===== config.mk =====
export PLATFORM = sky130hd
export DESIGN_NAME = inst_fetch
export DESIGN_NICKNAME = d
export VERILOG_FILES = /design/src/rtl/inst_fetch.sv
export SDC_FILE = /design/constraint.sdc
export NUM_CORES = 1
export LEC_CHECK = 0
export CORE_ASPECT_RATIO = 1.2
export CORE_MARGIN = 5
export CORE_UTILIZATION = 39
export CTS_BUF_LIST = sky130_fd_sc_hd__clkbuf_16
export CTS_CLUSTER_SIZE = 40
export DETAILED_ROUTE_END_ITERATION = 8
export PLACE_DENSITY = 0.81
export SETUP_SLACK_MARGIN = 0.2
export SYNTH_ARGS = -nofsm -noshare
export SYNTH_HDL_FRONTEND = slang
export SYNTH_SLANG_ARGS = --single-unit

===== constraint.sdc =====
create_clock -name clock -period 1.5 [get_ports clock]
set_clock_uncertainty 0.15 [all_clocks]
set_input_delay 0.375 -clock clock [delete_from_list [all_inputs] [get_ports clock]]
set_output_delay 0.375 -clock clock [all_outputs]
set_load 0.01 [all_outputs]

===== src/rtl/inst_fetch.sv =====
`default_nettype none
// ============================================================================
//  Module      : inst_fetch
//  Description : Instruction fetch sequencer for a nibble-wide, 8-cycle
//                machine. Walks the machine cycle counter, captures the
//                opcode nibbles (first word) or the operand nibbles (second
//                word of a two-word instruction) from the shared data bus,
//                and flags when a complete instruction is ready.
//  Ports       : clock        - single clock, rising edge
//                reset        - synchronous active-high reset (beats halt)
//                halt         - freezes all state while high
//                data[3:0]    - shared nibble data bus
//                cycle[2:0]   - current machine cycle 0..7
//                sync         - high while cycle == 7
//                inst_opr     - upper opcode nibble
//                inst_opa     - lower opcode nibble
//                inst_operand - second instruction word {hi, lo}
//                word_phase   - 0 = first word, 1 = second word
//                two_word     - current opcode needs a second word
//                exec_valid   - complete instruction available (cycles 5..7)
//  Revision    : 1.0 - initial release
// ============================================================================
module inst_fetch (
    input  logic       clock,
    input  logic       reset,
    input  logic       halt,
    input  logic [3:0] data,
    output logic [2:0] cycle,
    output logic       sync,
    output logic [3:0] inst_opr,
    output logic [3:0] inst_opa,
    output logic [7:0] inst_operand,
    output logic       word_phase,
    output logic       two_word,
    output logic       exec_valid
);

    // Bus sampling points within the 8-cycle machine cycle
    localparam logic [2:0] C_CYC_HI   = 3'd3;   // upper nibble on the bus
    localparam logic [2:0] C_CYC_LO   = 3'd4;   // lower nibble on the bus
    localparam logic [2:0] C_CYC_EXEC = 3'd5;   // first execute cycle
    localparam logic [2:0] C_CYC_LAST = 3'd7;   // end of machine cycle

    logic [2:0] cycle_q,      cycle_d;
    logic       word_phase_q, word_phase_d;
    logic [3:0] opr_q,        opr_d;
    logic [3:0] opa_q,        opa_d;
    logic [7:0] operand_q,    operand_d;
    logic       w_two_word;

    // Two-word opcodes: JCN(1), JUN(4), JMS(5), ISZ(7), and FIM (2 with
    // even opa). Opr 2 with odd opa is the single-word SRC.
    always_comb begin
        w_two_word = 1'b0;
        case (opr_q)
            4'h1, 4'h4, 4'h5, 4'h7: w_two_word = 1'b1;
            4'h2:                   w_two_word = ~opa_q[0];
            default:                w_two_word = 1'b0;
        endcase
    end

    always_comb begin
        cycle_d      = cycle_q;
        word_phase_d = word_phase_q;
        opr_d        = opr_q;
        opa_d        = opa_q;
        operand_d    = operand_q;
        if (!halt) begin
            cycle_d = cycle_q + 3'd1;   // 7 wraps to 0 by width
            if (cycle_q == C_CYC_HI) begin
                if (word_phase_q) operand_d[7:4] = data;
                else              opr_d          = data;
            end
            if (cycle_q == C_CYC_LO) begin
                if (word_phase_q) operand_d[3:0] = data;
                else              opa_d          = data;
            end
            // Phase decision uses the opcode captured in this machine cycle;
            // a second word always returns to phase 0.
            if (cycle_q == C_CYC_LAST) begin
                word_phase_d = ~word_phase_q & w_two_word;
            end
        end
    end

    always_ff @(posedge clock) begin
        if (reset) begin
            cycle_q      <= 3'd0;
            word_phase_q <= 1'b0;
            opr_q        <= 4'h0;
            opa_q        <= 4'h0;
            operand_q    <= 8'h00;
        end else begin
            cycle_q      <= cycle_d;
            word_phase_q <= word_phase_d;
            opr_q        <= opr_d;
            opa_q        <= opa_d;
            operand_q    <= operand_d;
        end
    end

    assign cycle        = cycle_q;
    assign sync         = (cycle_q == C_CYC_LAST);
    assign inst_opr     = opr_q;
    assign inst_opa     = opa_q;
    assign inst_operand = operand_q;
    assign word_phase   = word_phase_q;
    assign two_word     = w_two_word;
    // A first word of a two-word instruction is not yet executable.
    assign exec_valid   = (cycle_q >= C_CYC_EXEC) && (word_phase_q || !w_two_word);

endmodule
`default_nettype wire


==> out/metrics.yaml <==
grt_util_all_layers_pct: 20.2
postSynthCellCount: 87
drive_gt1_share_pct: 58.1
ios: 30
slowest_stage: "or4b_4"
gp_congestion: 0.724
period_needed_ns: 2.05
clockRootBuffer: "clkbuf_16"
drt-initial-drc-count: 10
cts_sinks: 20
first_pass_iters: 4
cts_tree: "yes"
ys.flop_type: "dfxtp_1"
violations: "negative setup slack"
slew_violations: 0
cp_top_family: "simple AND/OR/NAND/NOR gates"
startpoint_type: "flop"
ir_drop_mv: 0.859
critPathArrivalTime_ns: 1.52
finalInstanceArea_sq_um: 1690
crit_path_end_kind: "primary output"
status: "finished, violations left"
grt_pass1_wl_mm: 4.64
grt_start_max_net_pins: 20
ys_async_sr_fraction_pct: 0
synth-seq-cells: 20
p_per_area_nw_per_um2: 772
num-fill-cells: 150
vias_per_cell: 4.87
routed_wl_mm: 2.95
slew_headroom_pct: 77.2
clock_path_buffers: 2
port-buffer-count: 29
yosysWarnings: 0
worstSetupPathType: "flop to primary output"
placedCellCount: 160
die_w_um: 53.4
setup_ws_ns: -0.546
vias: 866
period_share_pct: 136
fin_nets: 161
die_h_um: 62.0
syn_avg_cell_area_sq_um: 10.1
die-area_sq_um: 3310
hp-class: "flop to flop"
route.detailed.drc: 0
ys_types: 23
p_leak_nw: 0.770
fmax_ghz: 0.489
grt_pass1_vias: 965
rsz0062_at_grt: "true"
clk_pin_slew_ns: 0.05
htreeDepth: 1
start_util_pct: 41.5
path_cells: "or4b_4 -> a31oi_4 -> a21oi_2 -> buf_2"
drtAntennaViolNets: 0
hold_violations: 0
dpl-instance-area_sq_um: 1400
cts_buffers: 3
tightest_slew_ns: 0.342
syn_area_sq_um: 880
syn_to_final_growth_pct: 91.7
antenna_found_initial: 0
seq_area_frac_synth_pct: 45.5
dp_hpwl_mm: 1.80
cap_violations: 0
synth-edff-count: 0
wire_per_inst_um: 16.6
setup_viol: 18
clock_latency_ns: 0.25
required_ns: 0.97
fp-row-count: 18
path_max_fanout: 3
slowest_delay_ns: 0.55
overflow: 0
crit_buf_inv: 1
hold_buffers: 0
antenna_cells: 0
final_cells: 178
synth.net_count: 99
core_sq_um: 2120
[state kept, by name (all words and copies together) (netlist names)]
name	flops
cycle	3
inst_opa	4
inst_operand	8
inst_opr	4
word_phase	1
[path summary, 6_finish.rpt]
check / startpoint / end / slack (ns) / cells after the start
setup / recovery: inst_opr[0] / exec_valid / -0.55 / 4
hold / removal: inst_opa[2] / inst_opa[2] / 0.34 / 2
setup reg to reg: cycle[0] / inst_operand[4] / -0.21 / 7
hold reg to reg: inst_opa[2] / inst_opa[2] / 0.34 / 2
[through the flow]
stage                     util (%)  TNS, ns  power, W  worst slack [ns]  hold WS, ns
after floorplan                  -   -0.273  0.000620            -0.188        0.356
after global placement        66.3    -8.37  0.000692            -0.595        0.325
after detailed placement      66.3    -8.80  0.000697            -0.626        0.336
after CTS                     73.8    -3.18   0.00128            -0.573        0.346
after global routing          79.7    -4.32   0.00135            -0.582        0.387
final                         79.7    -3.13   0.00130            -0.546        0.343
[routing by layer]
layer	vias to the layer above	track usage [%]	part of all wire [%]
met1	416	19.2	36
met5	-	0	0
met4	0	8.76	2.0
li1	416	-	-
met2	27	39.8	57
met3	7	5.49	5.6
[cell type report]
class / count / area (sq um) / share of cell area (%)
clock buffers: 3 / 75.1 / 4.45
clock inverters: 1 / 3.75 / 0.223
inverters: 4 / 17.5 / 1.04
multi-input cells: 58 / 553 / 32.8
flip-flops and latches: 20 / 420 / 24.9
well taps: 30 / 37.5 / 2.23
repair buffers: 62 / 579 / 34.3
[cells by family after synthesis]
| family | count (synthesis) | synth area share (%) |
|---|---|---|
| AO/OA/AOI/OAI | 6 | 6.26 |
| multiplexers | 17 | 19.3 |
| AND/OR/NAND/NOR | 29 | 16.6 |
| buffers and inverters | 9 | 4.12 |
| adder cells (fa/ha/maj) | 5 | 7.11 |
| XOR/XNOR | 1 | 0.996 |
| flip-flops | 20 | 45.5 |
[synth_stat cells, types with 2 or more instances]
| cell type | instances | share of area (%) |
|---|---|---|
| clkbuf_1 | 2 | 0.85 |
| inv_1 | 4 | 1.7 |
| mux2i_1 | 17 | 19 |
| ha_1 | 5 | 7.1 |
| a21oi_1 | 2 | 1.1 |
| dfxtp_1 | 20 | 46 |
| nor2_1 | 21 | 9.0 |
[report_power, final]
group | switching, W | internal, W | total, W
registers | 0.00000797 | 0.000538 | 0.000546
clock network | 0.000197 | 0.000355 | 0.000552
logic | 0.0000828 | 0.000121 | 0.000204
[timing repair]
item / in CTS / in global routing
buffers inserted: 7 / 7
resized for setup: 125 / 17
setup endpoints to repair: 41 / 30
pin swaps: 9 / 13
gates cloned: 0 / 0
[cell usage in the layout, fill, tap and decap left out, drive strengths merged]
cell / Yosys / layout
a21oi: 2 / 2
a31o: 1 / 1
a31oi: 1 / 1
buf: 2 / 56
clkbuf: 3 / 3
clkdlybuf4s50: 0 / 5
dfxtp: 20 / 20
dlygate4sd2: 0 / 1
ha: 5 / 5
inv: 4 / 5
mux2i: 17 / 17
nand2: 1 / 1
nand3b: 1 / 1
nand4b: 1 / 1
nor2: 21 / 21
nor2b: 1 / 1
nor3: 1 / 1
nor3b: 1 / 1
nor4bb: 1 / 1
o21bai: 1 / 1
o31ai: 1 / 1
or4b: 1 / 1
xor2: 1 / 1
[worst register-to-register path, stage by stage, from the launching register on]
cell and delay [ns]:
dfxtp_4 0.35, buf_6 0.11, ha_4 0.16, buf_6 0.11, ha_4 0.15, nand3b_1 0.22
mux2i_1 0.25, nor2_1 0.08
Note: power is estimated with default switching activity, not from simulation.
